$ cat src/rtl/exmem_skid_stage.sv
// EX/MEM pipeline register with valid/ready flow control and a two-entry skid buffer.
// Latency: 1 cycle from an accepted input to valid_o; throughput is 1 entry per cycle while ready_i=1.
// Backpressure: ready_o is registered and falls one cycle after the stall that fills the skid entry.
module exmem_skid_stage #(
  parameter int CTRL_W = 4,
  parameter int DATA_W = 128,
  parameter int ADDR_W = 5,
  parameter int CNT_W  = 16
) (
  input  logic              clk_i,
  input  logic              rst_i,
  input  logic              flush_i,
  input  logic              valid_i,
  output logic              ready_o,
  input  logic [CTRL_W-1:0] ctrl_i,
  input  logic [DATA_W-1:0] data_i,
  input  logic [ADDR_W-1:0] addr_i,
  output logic              valid_o,
  input  logic              ready_i,
  output logic [CTRL_W-1:0] ctrl_o,
  output logic [DATA_W-1:0] data_o,
  output logic [ADDR_W-1:0] addr_o,
  output logic [1:0]        occ_o,
  output logic [CNT_W-1:0]  stall_cnt_o
);

  // The state encoding equals the number of held entries, so occ_o is a copy of the next state.
  typedef enum logic [1:0] {
    EMPTY = 2'd0,
    ONE   = 2'd1,
    FULL  = 2'd2
  } state_t;

  state_t state_q, state_d;

  logic              valid_q;
  logic              ready_q;
  logic [1:0]        occ_q;

  // Main entry (drives the outputs) and skid entry.
  logic [CTRL_W-1:0] m_ctrl_q, s_ctrl_q;
  logic [DATA_W-1:0] m_data_q, s_data_q;
  logic [ADDR_W-1:0] m_addr_q, s_addr_q;

  logic [CNT_W-1:0]  stall_q;

  logic in_fire;
  logic out_fire;
  logic load_m;
  logic load_s;
  logic shift_s;

  // State register; status outputs are registered copies decoded from the next state.
  always_ff @(posedge clk_i) begin
    if (rst_i) begin
      state_q <= EMPTY;
      valid_q <= 1'b0;
      ready_q <= 1'b1;
      occ_q   <= 2'd0;
    end else begin
      state_q <= state_d;
      valid_q <= (state_d != EMPTY);
      ready_q <= (state_d != FULL);
      occ_q   <= state_d;
    end
  end

  // Next-state logic; flush wins over any handshake and empties the stage.
  always_comb begin
    state_d = state_q;
    if (flush_i) begin
      state_d = EMPTY;
    end else begin
      case (state_q)
        EMPTY: if (in_fire) state_d = ONE;
        ONE: begin
          if (in_fire && !out_fire)      state_d = FULL;
          else if (!in_fire && out_fire) state_d = EMPTY;
        end
        FULL:  if (out_fire) state_d = ONE;
        default: state_d = EMPTY;
      endcase
    end
  end

  // Handshake decode, datapath enables and bubble-gated control output.
  always_comb begin
    in_fire  = valid_i & ready_q;
    out_fire = valid_q & ready_i;
    load_m   = 1'b0;
    load_s   = 1'b0;
    shift_s  = 1'b0;
    case (state_q)
      EMPTY: load_m  = in_fire;
      ONE: begin
        load_m = in_fire & out_fire;
        load_s = in_fire & ~out_fire;
      end
      FULL:  shift_s = out_fire;
      default: ;
    endcase
    ctrl_o = m_ctrl_q & {CTRL_W{valid_q}};
  end

  // Entry storage; flush only clears control so a bubble can never carry an enable.
  always_ff @(posedge clk_i) begin
    if (rst_i) begin
      m_ctrl_q <= '0;
      m_data_q <= '0;
      m_addr_q <= '0;
      s_ctrl_q <= '0;
      s_data_q <= '0;
      s_addr_q <= '0;
    end else if (flush_i) begin
      m_ctrl_q <= '0;
      s_ctrl_q <= '0;
    end else begin
      if (load_m) begin
        m_ctrl_q <= ctrl_i;
        m_data_q <= data_i;
        m_addr_q <= addr_i;
      end else if (shift_s) begin
        m_ctrl_q <= s_ctrl_q;
        m_data_q <= s_data_q;
        m_addr_q <= s_addr_q;
      end
      if (load_s) begin
        s_ctrl_q <= ctrl_i;
        s_data_q <= data_i;
        s_addr_q <= addr_i;
      end
    end
  end

  // Saturating count of stalled output cycles; survives flush, cleared only by reset.
  always_ff @(posedge clk_i) begin
    if (rst_i) begin
      stall_q <= '0;
    end else if (valid_q && !ready_i && (stall_q != {CNT_W{1'b1}})) begin
      stall_q <= stall_q + {{(CNT_W-1){1'b0}}, 1'b1};
    end
  end

  assign valid_o     = valid_q;
  assign ready_o     = ready_q;
  assign data_o      = m_data_q;
  assign addr_o      = m_addr_q;
  assign occ_o       = occ_q;
  assign stall_cnt_o = stall_q;

endmodule

$ cat config.mk
export PLATFORM = sky130hd
export DESIGN_NAME = exmem_skid_stage
export DESIGN_NICKNAME = d
export VERILOG_FILES = /design/src/rtl/exmem_skid_stage.sv
export SDC_FILE = /design/constraint.sdc
export NUM_CORES = 1
export LEC_CHECK = 0
export ABC_AREA = 1
export CAP_MARGIN = 20
export CORE_MARGIN = 2
export CORE_UTILIZATION = 45
export CTS_BUF_LIST = sky130_fd_sc_hd__clkbuf_8 sky130_fd_sc_hd__clkbuf_16
export DETAILED_ROUTE_END_ITERATION = 12
export GPL_TIMING_DRIVEN = 1
export PLACE_DENSITY = 0.87
export SYNTH_ARGS = -nofsm -noshare
export SYNTH_HDL_FRONTEND = slang
export SYNTH_SLANG_ARGS = --single-unit
$ cat constraint.sdc
create_clock -name clk_i -period 1.4 [get_ports clk_i]
set_clock_uncertainty 0.1 [all_clocks]
set_input_delay 0.21 -clock clk_i [delete_from_list [all_inputs] [get_ports clk_i]]
set_output_delay 0.21 -clock clk_i [all_outputs]
set_load 0.02 [all_outputs]
==> key figures <==
Pwr
  • Peak supply drop: 729.3 uV
  • Power Density: 1124 mW/mm^2
  • Leak pwr: 8.305 nW

Synthesis
  • Synth Net Count: 2052
  • Mean Syn Cell Area: 6.729 sq um
  • Library cell occupying the most area in the post-synthesis netlist: dfxtp_1
  • Synth Instances: 1909
  • Post-synth ARST share: 0%
  • Count of flip-flops with a built-in enable after synthesis: 0
  • Main flop type after synthesis: dfxtp_1
  • Share of the synthesized area in the top cell type: 45.82%
  • Top area cells in the synthesized netlist: dfxtp_1, nand2_1, nor2_1
  • Sequential fraction of the synthesis area: 45.82%
  • Yosys warns: 0
  • Syn Std Cell Area: 0.01285 sq mm
  • Synth Register Bits: 294
  • Number of unique standard cell types used by synthesis: 26

Cells and area
  • Fill cell instance count of the final layout: 2106
  • Layout Area Growth over Synthesis: 44.49%
  • Count of inserted antenna diode cells: 0
  • Multi-input gate area: 0.006061 sq mm
  • Sequential cell area: 0.005952 sq mm
  • Layout net count: 2374
  • Final instance count without filler cells: 2631
  • Fraction of final layout cells with drive strength greater than 1: 22.46%

Floorplanning
  • Chip Width: 173.0 um
  • Vert. Die Dim: 173.0 um
  • Core area: 0.02793 sq mm
  • Number of cell rows: 61
  • Starting density of the core: 45.99%
  • Top-level port count: 299
  • Floorplan die area: 0.02992 sq mm

Setup path
  • Cell with the biggest individual delay on the critical path: dfxtp_4
  • Bufs and invs on worst path: 3
  • Worst setup path class: flip-flop to flip-flop
  • Number of cells on the critical path: 10
  • Reg2Reg Setup Slack: -290 ps
  • Largest fanout on the critical path: 13
  • Reg2reg path depth: 10
  • Cells along the critical path: nand2_4 -> nand2_4 -> nand3_4 -> clkinv_8 -> buf_16 -> buf_12 -> nand2_1 -> o21ai_1 -> nor2_1 -> nor2_1
  • Worst flop-to-flop path startpoint: valid_o$_SDFF_PP0_
  • Required time reported for the critical path endpoint: 1740 ps
  • Kind of launch point of the worst setup path: flip-flop
  • Endpoint of the worst register-to-register path: data_o[57]$_SDFFE_PP0P_
  • Top Family by Delay on Critical Path: simple AND/OR/NAND/NOR gates
  • Critical path arrival: 2030 ps
  • Crit-path max cell delay: 360 ps
  • Critical Path End Type: flip-flop

Worst hold path
  • Worst min-delay path class: primary input to flip-flop
  • Min-Delay Startpoint: rst_i
  • Worst Hold Depth: 3
  • Endpoint with the worst hold slack: s_data_q[123]$_SDFFE_PP0P_

CTS
  • Buffer levels on the longest clock path: 3
  • CTS Buf Count: 31
  • Clock-pin slew reported for the worst setup and hold paths after clock tree synthesis: 60 ps
  • Number of H-tree branching levels: 1
  • Clock tree from TritonCTS: yes
  • Clk_lat worst skew: 550 ps
  • CTS root buffer: clkbuf_16
  • CTS Sinks: 294

Outcome
  • Result of the run: complete, but fails checks
  • Violated checks: negative setup slack

Timing
  • Final Hold Vio Count: 0
  • Min Clock Period, post-route: 1687 ps
  • Max Clk Rate: 592.6 MHz
  • Final setup viols: 304
  • Transition time at the pin with the least slew margin: 372.1 ps
  • Final Cycle Share: 120.5%
  • Setup repair after global routing missed its margin: true
  • Final max-slew violation count: 0
  • Worst slew margin: 75.10%
  • Final worst setup slack: -287.5 ps

Placement
  • Setup WS pre-CTS: -845.1 ps
  • Weighted congestion reported at the end of routability-driven placement: 0.8461
  • Placed instance count: 2536
  • Count of input and output buffers: 298
  • HPWL after detailed placement: 24.82 mm

Detailed routing
  • Number of violations reported at the end of detailed-routing iteration 0: 1270
  • Via/cell ratio: 5.322
  • Remaining number of nets flagged by the antenna check after routing: 0
  • Routed wire length per instance: 16.52 um
  • Via count of the routed design: 14.00k
  • DRC: 0
  • TritonRoute pass-1 iters: 6
  • Routed WL: 43.46 mm

Global routing
  • Maximum number of pins on one net before global-route repair: 74
  • Initial antenna violation count: 0
  • Total gr overflow: 0
  • First-pass GRT wire length: 62.52 mm
  • GRT Total Usage: 24.66%
  • Number of global-route vias before repair: 12.99k

Job
  • Number of maximum-capacitance constraint violations: 0
## Yosys cell counts, types with 2 or more instances
| cell | instances |
|---|---|
| o21ai_0 | 184 |
| o21ai_1 | 53 |
| nor2_1 | 264 |
| buf_4 | 11 |
| nand2_2 | 5 |
| xor2_1 | 4 |
| nand4_1 | 6 |
| a21oi_1 | 181 |
| inv_1 | 220 |
| buf_2 | 52 |
| xnor2_1 | 2 |
| dfxtp_1 | 294 |
| a31oi_1 | 4 |
| nand3_1 | 46 |
| buf_6 | 13 |
| clkbuf_1 | 51 |
| nand2_1 | 510 |
## how the worst max path moves through the flow
stage / startpoint / end / slack (ps)
6_report: valid_o$_SDFF_PP0_ / data_o[57]$_SDFFE_PP0P_ / -290
5_1_grt: valid_o$_SDFF_PP0_ / data_o[57]$_SDFFE_PP0P_ / -360
4_1_cts: valid_o$_SDFF_PP0_ / s_data_q[2]$_SDFFE_PP0P_ / -270
3_5_place_dp: ready_i / s_ctrl_q[0]$_SDFFE_PP0P_ / -850
3_3_place_gp: ready_i / s_ctrl_q[0]$_SDFFE_PP0P_ / -840
2_1_floorplan: valid_o$_SDFF_PP0_ / s_data_q[118]$_SDFFE_PP0P_ / -110
## routing by layer
layer | track usage, % | vias up | routed length (um)
li1 | - | 6621 | -
met1 | 28.36 | 6510 | 16570
met4 | 10.24 | 0 | 1732
met3 | 4.947 | 152 | 3438
met2 | 44.50 | 718 | 21720
met5 | 0 | - | 0
## repair_timing
action | in CTS | in global routing
gates cloned | 7 | 17
setup endpoints to repair | 450 | 348
hold buffers | 0 | 0
resized for setup | 829 | 158
pin swaps | 20 | 22
buffers inserted | 13 | 3
## where the power goes
part / total [W] / switching [W] / leakage [nW] / internal (W)
registers: 0.00893 / 0.000202 / 2.41 / 0.00873
logic: 0.00362 / 0.00210 / 5.37 / 0.00152
clock network: 0.00831 / 0.00346 / 0.521 / 0.00485
## state kept, by name, indices dropped and copies added (netlist names)
signal	cells
addr_o	5
data_o	128
m_ctrl_q	4
occ_o	2
ready_o	1
s_addr_q	5
s_ctrl_q	4
s_data_q	128
stall_cnt_o	16
valid_o	1
## final cells by class
cell class	count	share of cell area [%]
timing repair buffer	416	22.45
inverter	222	4.705
sequential	294	32.07
tap	378	2.548
clock inverter	19	1.025
multi-input combinational	1266	32.65
clock buffer	36	4.550
## cell families (layout without fill, tap and decap cells)
family	Yosys count	count (layout)	synth area share (%)
AO/OA/AOI/OAI	423	423	16.53
XOR/XNOR	6	6	0.4091
adder cells (fa/ha/maj)	1	1	0.09738
buffers and inverters	350	693	11.83
flip-flops	294	294	45.82
AND/OR/NAND/NOR	835	836	25.31
## placed cells by master (no fill, tap or decap), types with 14 or more instances in the layout
master	n
buf_16	14
buf_6	27
o21ai_0	33
nor2_1	257
buf_12	20
inv_1	218
buf_4	108
nand2_1	495
buf_2	88
o21ai_2	73
o21ai_1	125
dfxtp_1	263
a21oi_2	24
a21oi_1	157
clkbuf_16	45
clkdlybuf4s50_1	140
dfxtp_2	20
nand3_1	41
## through the flow
stage / utilization (%) / hold slack [ps] / instance area [sq um] / power, W / setup TNS (ps)
CTS: 62.98 / 44.00 / 17590 / 0.02051 / -57270
finish: 66.45 / 70.40 / 18560 / 0.02086 / -57600
global placement: 59.18 / 331.6 / 16530 / 0.01226 / -164980
detailed placement: 59.18 / 339.5 / 16530 / 0.01237 / -176210
global route: 66.45 / 76.56 / 18560 / 0.02160 / -80770
floorplan: - / 244.9 / 13170 / 0.01095 / -17990
## tightest hold or removal path, delay by kind of cell
family,cells,cell delay [ps]
buf+inv,2,350
compound gates,1,120
Power figures use the tool's default switching activity.
